===== src/rtl/uart_tx_scheduler_if.sv =====
// Sample-stream and UART-TX side signals of the scope capture-and-dump controller.
// master drives samples/arm and observes the TX side; slave is the scheduler itself.
interface uart_tx_scheduler_if;
    logic       arm;
    logic       force_trig;
    logic       sample_valid;
    logic [7:0] sample;
    logic [7:0] trig_level;
    logic [7:0] tx_data;
    logic       tx_start;
    logic       busy;
    logic       frame_done;
    logic [2:0] state;

    modport master (
        output arm, force_trig, sample_valid, sample, trig_level,
        input  tx_data, tx_start, busy, frame_done, state
    );

    modport slave (
        input  arm, force_trig, sample_valid, sample, trig_level,
        output tx_data, tx_start, busy, frame_done, state
    );
endinterface


===== src/rtl/uart_tx_scheduler.sv =====
// Arm, wait for a rising threshold crossing, capture DEPTH samples, then pace sync + data bytes to a UART TX.
// Optional trailing two's-complement checksum byte is enabled by defining TXSCHED_CHECKSUM_EN.
module uart_tx_scheduler #(
    parameter int         DELAY_FRAMES = 234,
    parameter int         GAP_FRAMES   = 4,
    parameter int         DEPTH        = 256,
    parameter int         ADDR_W       = 8,
    parameter logic [7:0] SYNC_BYTE    = 8'hA5
) (
    input  logic              clk,
    input  logic              rst,
    uart_tx_scheduler_if.slave bus
);
    localparam int                BYTE_SLOT = 10 * DELAY_FRAMES + GAP_FRAMES;
    localparam int                SLOT_W    = $clog2(BYTE_SLOT);
    localparam logic [SLOT_W-1:0] SLOT_LAST = SLOT_W'(BYTE_SLOT - 1);
    localparam logic [ADDR_W-1:0] WPTR_LAST = ADDR_W'(DEPTH - 1);
    localparam logic [ADDR_W:0]   RPTR_END  = (ADDR_W + 1)'(DEPTH);

    typedef enum logic [2:0] {
        S_IDLE      = 3'd0,
        S_ARMED     = 3'd1,
        S_CAPTURE   = 3'd2,
        S_SEND_SYNC = 3'd3,
        S_SEND_DATA = 3'd4,
        S_SEND_SUM  = 3'd5
    } state_t;

    state_t            r_state, w_state_next;
    logic [7:0]        r_buf [DEPTH];
    logic [7:0]        r_rd_data;
    logic [7:0]        r_thr, r_prev, r_tx_data;
    logic              r_prev_valid, r_tx_start, r_frame_done;
    logic [ADDR_W-1:0] r_wptr;
    logic [ADDR_W:0]   r_rptr;
    logic [SLOT_W-1:0] r_slot;
`ifdef TXSCHED_CHECKSUM_EN
    logic [7:0]        r_sum;
`endif

    logic              w_trig, w_wr_en, w_in_send, w_slot_last, w_slot_start, w_frame_end;
    logic [ADDR_W-1:0] w_wr_addr;
    logic [7:0]        w_next_byte;

    always_comb begin
        w_state_next = r_state;
        w_trig       = bus.force_trig || (r_prev_valid && (r_prev < r_thr) && (bus.sample >= r_thr));
        w_in_send    = r_state inside {S_SEND_SYNC, S_SEND_DATA, S_SEND_SUM};
        w_slot_last  = w_in_send && (r_slot == SLOT_LAST);
        w_wr_en      = 1'b0;
        w_wr_addr    = r_wptr;
        w_next_byte  = r_rd_data;
        case (r_state)
            S_IDLE:    if (bus.arm) w_state_next = S_ARMED;
            S_ARMED:   if (bus.sample_valid && w_trig) begin
                w_state_next = S_CAPTURE;
                w_wr_en      = 1'b1;
                w_wr_addr    = '0;
            end
            S_CAPTURE: if (bus.sample_valid) begin
                w_wr_en = 1'b1;
                if (r_wptr == WPTR_LAST) begin
                    w_state_next = S_SEND_SYNC;
                    w_next_byte  = SYNC_BYTE;
                end
            end
            S_SEND_SYNC: if (w_slot_last) w_state_next = S_SEND_DATA;
            S_SEND_DATA: if (w_slot_last && (r_rptr == RPTR_END)) begin
`ifdef TXSCHED_CHECKSUM_EN
                w_state_next = S_SEND_SUM;
                w_next_byte  = 8'h00 - r_sum;
`else
                w_state_next = S_IDLE;
`endif
            end
            S_SEND_SUM:  if (w_slot_last) w_state_next = S_IDLE;
            default:     w_state_next = S_IDLE;
        endcase
        w_slot_start = ((r_state == S_CAPTURE) && (w_state_next == S_SEND_SYNC)) ||
                       (w_slot_last && (w_state_next != S_IDLE));
        w_frame_end  = w_slot_last && (w_state_next == S_IDLE);
    end

    always_ff @(posedge clk or posedge rst) begin
        if (rst) begin
            r_state      <= S_IDLE;
            r_thr        <= '0;
            r_prev       <= '0;
            r_prev_valid <= 1'b0;
            r_wptr       <= '0;
            r_rptr       <= '0;
            r_slot       <= '0;
            r_tx_data    <= '0;
            r_tx_start   <= 1'b0;
            r_frame_done <= 1'b0;
`ifdef TXSCHED_CHECKSUM_EN
            r_sum        <= '0;
`endif
        end else begin
            r_state      <= w_state_next;
            r_tx_start   <= w_slot_start;
            r_frame_done <= w_frame_end;
            if (w_slot_start) r_tx_data <= w_next_byte;
            if (w_slot_start || w_frame_end) r_slot <= '0;
            else if (w_in_send)              r_slot <= r_slot + SLOT_W'(1);
            case (r_state)
                S_IDLE: if (bus.arm) begin
                    r_thr        <= bus.trig_level;
                    r_prev_valid <= 1'b0;
                end
                S_ARMED: if (bus.sample_valid) begin
                    if (w_trig) begin
                        r_wptr <= ADDR_W'(1);
                    end else begin
                        r_prev       <= bus.sample;
                        r_prev_valid <= 1'b1;
                    end
                end
                S_CAPTURE: if (bus.sample_valid) begin
                    r_wptr <= r_wptr + ADDR_W'(1);
                    if (r_wptr == WPTR_LAST) begin
                        r_rptr <= '0;
`ifdef TXSCHED_CHECKSUM_EN
                        r_sum  <= '0;
`endif
                    end
                end
                // r_rptr always names the byte of the next slot; r_rd_data holds its prefetched value
                S_SEND_SYNC, S_SEND_DATA: if (w_slot_last && (r_rptr != RPTR_END)) begin
                    r_rptr <= r_rptr + (ADDR_W + 1)'(1);
`ifdef TXSCHED_CHECKSUM_EN
                    r_sum  <= r_sum + r_rd_data;
`endif
                end
                default: ;
            endcase
        end
    end

    always_ff @(posedge clk) begin
        if (w_wr_en) r_buf[w_wr_addr] <= bus.sample;
        r_rd_data <= r_buf[r_rptr[ADDR_W-1:0]];
    end

    assign bus.tx_data    = r_tx_data;
    assign bus.tx_start   = r_tx_start;
    assign bus.busy       = (r_state != S_IDLE);
    assign bus.frame_done = r_frame_done;
    assign bus.state      = r_state;
endmodule


===== src/flat_wrapper.sv =====
// flat-port wrapper written by rule: the top's interface ports become plain ports
module uart_tx_scheduler_flat 
#(
    parameter int         DELAY_FRAMES = 234,
    parameter int         GAP_FRAMES   = 4,
    parameter int         DEPTH        = 256,
    parameter int         ADDR_W       = 8,
    parameter logic [7:0] SYNC_BYTE    = 8'hA5
)
  (clk, rst, bus_arm, bus_force_trig, bus_sample_valid, bus_sample, bus_trig_level, bus_tx_data, bus_tx_start, bus_busy, bus_frame_done, bus_state);
  uart_tx_scheduler_if bus_i ();
  input  logic clk;
  input  logic rst;
  input wire logic [$bits(bus_i.arm)-1:0] bus_arm;
  input wire logic [$bits(bus_i.force_trig)-1:0] bus_force_trig;
  input wire logic [$bits(bus_i.sample_valid)-1:0] bus_sample_valid;
  input wire logic [$bits(bus_i.sample)-1:0] bus_sample;
  input wire logic [$bits(bus_i.trig_level)-1:0] bus_trig_level;
  output wire logic [$bits(bus_i.tx_data)-1:0] bus_tx_data;
  output wire logic [$bits(bus_i.tx_start)-1:0] bus_tx_start;
  output wire logic [$bits(bus_i.busy)-1:0] bus_busy;
  output wire logic [$bits(bus_i.frame_done)-1:0] bus_frame_done;
  output wire logic [$bits(bus_i.state)-1:0] bus_state;
  assign bus_i.arm = bus_arm;
  assign bus_i.force_trig = bus_force_trig;
  assign bus_i.sample_valid = bus_sample_valid;
  assign bus_i.sample = bus_sample;
  assign bus_i.trig_level = bus_trig_level;
  assign bus_tx_data = bus_i.tx_data;
  assign bus_tx_start = bus_i.tx_start;
  assign bus_busy = bus_i.busy;
  assign bus_frame_done = bus_i.frame_done;
  assign bus_state = bus_i.state;
  uart_tx_scheduler #(.DELAY_FRAMES(DELAY_FRAMES), .GAP_FRAMES(GAP_FRAMES), .DEPTH(DEPTH), .ADDR_W(ADDR_W), .SYNC_BYTE(SYNC_BYTE)) u_core (.clk(clk), .rst(rst), .bus(bus_i));
endmodule

===== config.mk =====
export PLATFORM = sky130hd
export DESIGN_NAME = uart_tx_scheduler_flat
export DESIGN_NICKNAME = d
export VERILOG_FILES = /design/src/rtl/uart_tx_scheduler_if.sv /design/src/rtl/uart_tx_scheduler.sv /design/src/flat_wrapper.sv
export SDC_FILE = /design/constraint.sdc
export NUM_CORES = 2
export LEC_CHECK = 0
export ABC_CLOCK_PERIOD_IN_PS = 7900
export CORE_ASPECT_RATIO = 1.4
export CORE_MARGIN = 2
export CORE_UTILIZATION = 60
export CTS_BUF_LIST = sky130_fd_sc_hd__clkbuf_2
export DETAILED_ROUTE_END_ITERATION = 16
export DONT_BUFFER_PORTS = 1
export GPL_TIMING_DRIVEN = 1
export PLACE_DENSITY = 0.73
export SLEW_MARGIN = 10
export SYNTH_ARGS = -nofsm -noshare
export SYNTH_HDL_FRONTEND = slang
export SYNTH_SLANG_ARGS = --single-unit

===== constraint.sdc =====
create_clock -name clk -period 7.9 [get_ports clk]
set_input_delay 1.58 -clock clk [delete_from_list [all_inputs] [get_ports clk]]
set_output_delay 1.58 -clock clk [all_outputs]
set_load 0.02 [all_outputs]

==> impl_metrics.json <==
{
  "yosysWarnings": 0,
  "fmax_mhz": 219,
  "cp-end-kind": "output pin",
  "synth.cell_area_mm2": 0.0839,
  "cts_buffer_depth": 4,
  "skew_ns": 0.146,
  "synth_area_per_cell_um2": 19.6,
  "crit_arrival_ns": 2.98,
  "mostFrequentLayoutCells": "edfxtp_1, clkbuf_2, mux4_2",
  "globalplace.congestion": 0.964,
  "design_area_mm2": 0.0899,
  "final_common_cell": "edfxtp_1",
  "synth-main-ff-cell": "edfxtp_1",
  "port_buffers": 0,
  "crit_chain": "or3_1",
  "status": "finished clean",
  "p_switching_uw": 5190,
  "setup_viol": 0,
  "yosysSeqAreaShare": 0.753,
  "combPwrFrac": 0.063,
  "rows": 162,
  "drcViolationCount": 0,
  "avgRoutedWirePerCell_um": 33.4,
  "synth-xor-area-share": 0.000940,
  "yosys.area_share.simple": 0.0387,
  "synthArstFlopShare": 0.0279,
  "grt_first_pass_wirelength_mm": 319,
  "antenna_found_initial": 10,
  "cts_num_sinks": 2115,
  "internal-power_uw": 15100,
  "ios": 35,
  "root_buffer": "clkbuf_2",
  "cpLargestDelayFamily": "flip-flops",
  "synth_largest_area_cell": "edfxtp_1",
  "crit_buf_inv": 0,
  "ys_ff_latch": 2115,
  "cp-start-kind": "register",
  "seqPwrFrac": 0.618,
  "p_leak_uw": 0.0305,
  "dr.pass1.iters": 6,
  "synth_cell_types": 70,
  "dieArea_mm2": 0.143,
  "slew_viol_final": 0,
  "viasPerCell": 6.75,
  "netlist_top_cells_area": "edfxtp_1, mux4_2, mux2i_1",
  "power_density_mw_per_mm2": 225,
  "crit_path_max_fanout": 14,
  "synth_fa_ha_area_frac": 0.00283,
  "cts_resized": 0,
  "post-dp-hpwl_mm": 130,
  "ir_drop_uv": 162,
  "ant_nets": 0,
  "slew_headroom": 0.0272,
  "cp.required_ns": 6.32,
  "fin_nets": 4642,
  "syn_to_final_growth_pct": 7.19,
  "total_power_uw": 20300,
  "grt_pass1_vias": 45470,
  "finalSetupTns_ns": 0,
  "setup_ws_ns": 3.34,
  "cpMaxStageDelayCell": "dfrtp_1",
  "hold_class": "in2reg",
  "tightest_slew_ns": 1.46,
  "overflow": 0,
  "synth_top_family_by_area": "multiplexers",
  "synth_top_area_share": 0.733,
  "drt_wl_total_mm": 225,
  "synth_compound_area_frac": 0.0329,
  "muxShareOfSynthArea": 0.151,
  "period_share": 0.578,
  "vias": 45501,
  "clkTransAtPathRegs_ns": 0.13,
  "grt_max_degree": 258,
  "grt.total_usage": 0.318,
  "cts_tree": "done",
  "h-tree-depth": 5,
  "cts_setup_buffers": 0,
  "cap_violations": 0,
  "syn-num-nets": 4315,
  "die_w_um": 320,
  "period_minus_slack_ns": 4.56,
  "core_area_mm2": 0.139,
  "fp.dieH_um": 446,
  "place_area_mm2": 0.0854,
  "cts_buffers": 458,
  "slowest_delay_ns": 0.61,
  "synthCells": 4275,
  "initial_core_util": 0.603,
  "drt-initial-drc-count": 6164,
  "switching_share": 0.256,
  "dp_slack_ns": 2.88,
  "clkLatencyLatePin_ns": 1.88,
  "hold_viol_final": 0,
  "final_layout_size_suffix_gt1_frac": 0.262,
  "path_class": "reg2out",
  "rsz0062_at_grt": "false",
  "pwr-share-clk": 0.319,
  "synth-edff-count": 2048
}
[final cells by class]
cell class                      count  area (µm²)
Timing Repair Buffer              120        1240
Sequential cell                  2115       63200
Clock buffer                      637        3190
Inverter                           25         101
Fill cell                        9486       49100
Clock inverter                    152         797
Antenna cell                        5        12.5
Tap cell                         1804        2260
Multi-Input combinational cell   1882       19200
[stage by stage]
stage / util / cells / hold WS, ns
5_1_grt: 0.647 / 6737 / 0.0192
3_5_place_dp: 0.614 / 5917 / 0.447
3_3_place_gp: 0.614 / 5917 / 0.425
2_1_floorplan: - / 4275 / 0.419
4_1_cts: 0.646 / 6732 / 0.0746
6_report: 0.647 / 6740 / 0.131
[power by group through the flow]
stage	clock (µW)	combinational [µW]	sequential, µW
6_report	6470	1270	12500
5_1_grt	7070	1310	12500
4_1_cts	6560	1210	12500
2_1_floorplan	0	569	12700
3_3_place_gp	0	1000	12800
3_5_place_dp	0	1000	12800
[registers in the layout, summed over array words and instances, names as in the netlist]
| name | count |
|---|---|
| u_core.r_slot | 12 |
| u_core.r_rptr | 9 |
| u_core.bus.state | 3 |
| u_core.bus.frame_done | 1 |
| u_core.bus.tx_data | 8 |
| u_core.r_buf | 2048 |
| u_core.r_rd_data | 8 |
| u_core.bus.tx_start | 1 |
| u_core.r_prev_valid | 1 |
| u_core.r_wptr | 8 |
| u_core.r_prev | 8 |
| u_core.r_thr | 8 |
[logic make-up after synthesis]
group                    count (synthesis)
multiplexers                           716
buffers and inverters                  278
XOR/XNOR                                 9
flip-flops                            2115
adder cells (fa/ha/maj)                 19
AO/OA/AOI/OAI                          404
AND/OR/NAND/NOR                        734
[per-layer routing]
layer	global-route usage	share of wire	wire, µm	vias to the layer above
li1	-	-	-	18425
met1	0.400	0.34	76800	23193
met2	0.492	0.47	107000	3186
met3	0.0875	0.11	25500	683
met4	0.209	0.071	15900	14
met5	0.00376	0.00073	164	-
[final timing paths]
check	from	to	slack [ns]	cells past startpoint
worst min register to register	u_core.r_rd_data[4]$_DFF_P_	u_core.bus.tx_data[4]$_DFFE_PP0P_	0.43	2
max in group asynchronous	rst	u_core.r_rptr[3]$_DFFE_PP0P_	6.76	3
worst max-delay path	u_core.bus.state[0]$_DFF_PP0_	bus_busy	3.34	1
worst max register to register	u_core.r_rptr[0]$_DFFE_PP0P_	u_core.r_rd_data[5]$_DFF_P_	3.50	8
min in group asynchronous	rst	u_core.r_wptr[2]$_DFFE_PP0P_	0.44	3
worst min-delay path	bus_sample[0]	u_core.r_buf[219][0]$_DFFE_PP_	0.13	1
[cell usage after synthesis, drive strengths merged, types with 31 or more instances]
library cell and instances:
edfxtp 2048, mux4 440, nor2 306, mux2i 252
nand2 198, buf 151, clkbuf 102, o21ai 88
a21oi 67, dfrtp 59, nor3 50, nand3 42
a221oi 41, a22oi 35, nor2b 31
[timing repair]
| item | in CTS | in global routing |
|---|---|---|
| endpoints found under the setup margin | 0 | 0 |
| endpoints found under the hold margin | 2131 | 0 |
| hold buffers | 26 | 0 |
No activity file was read; power rests on OpenSTA's default activity.
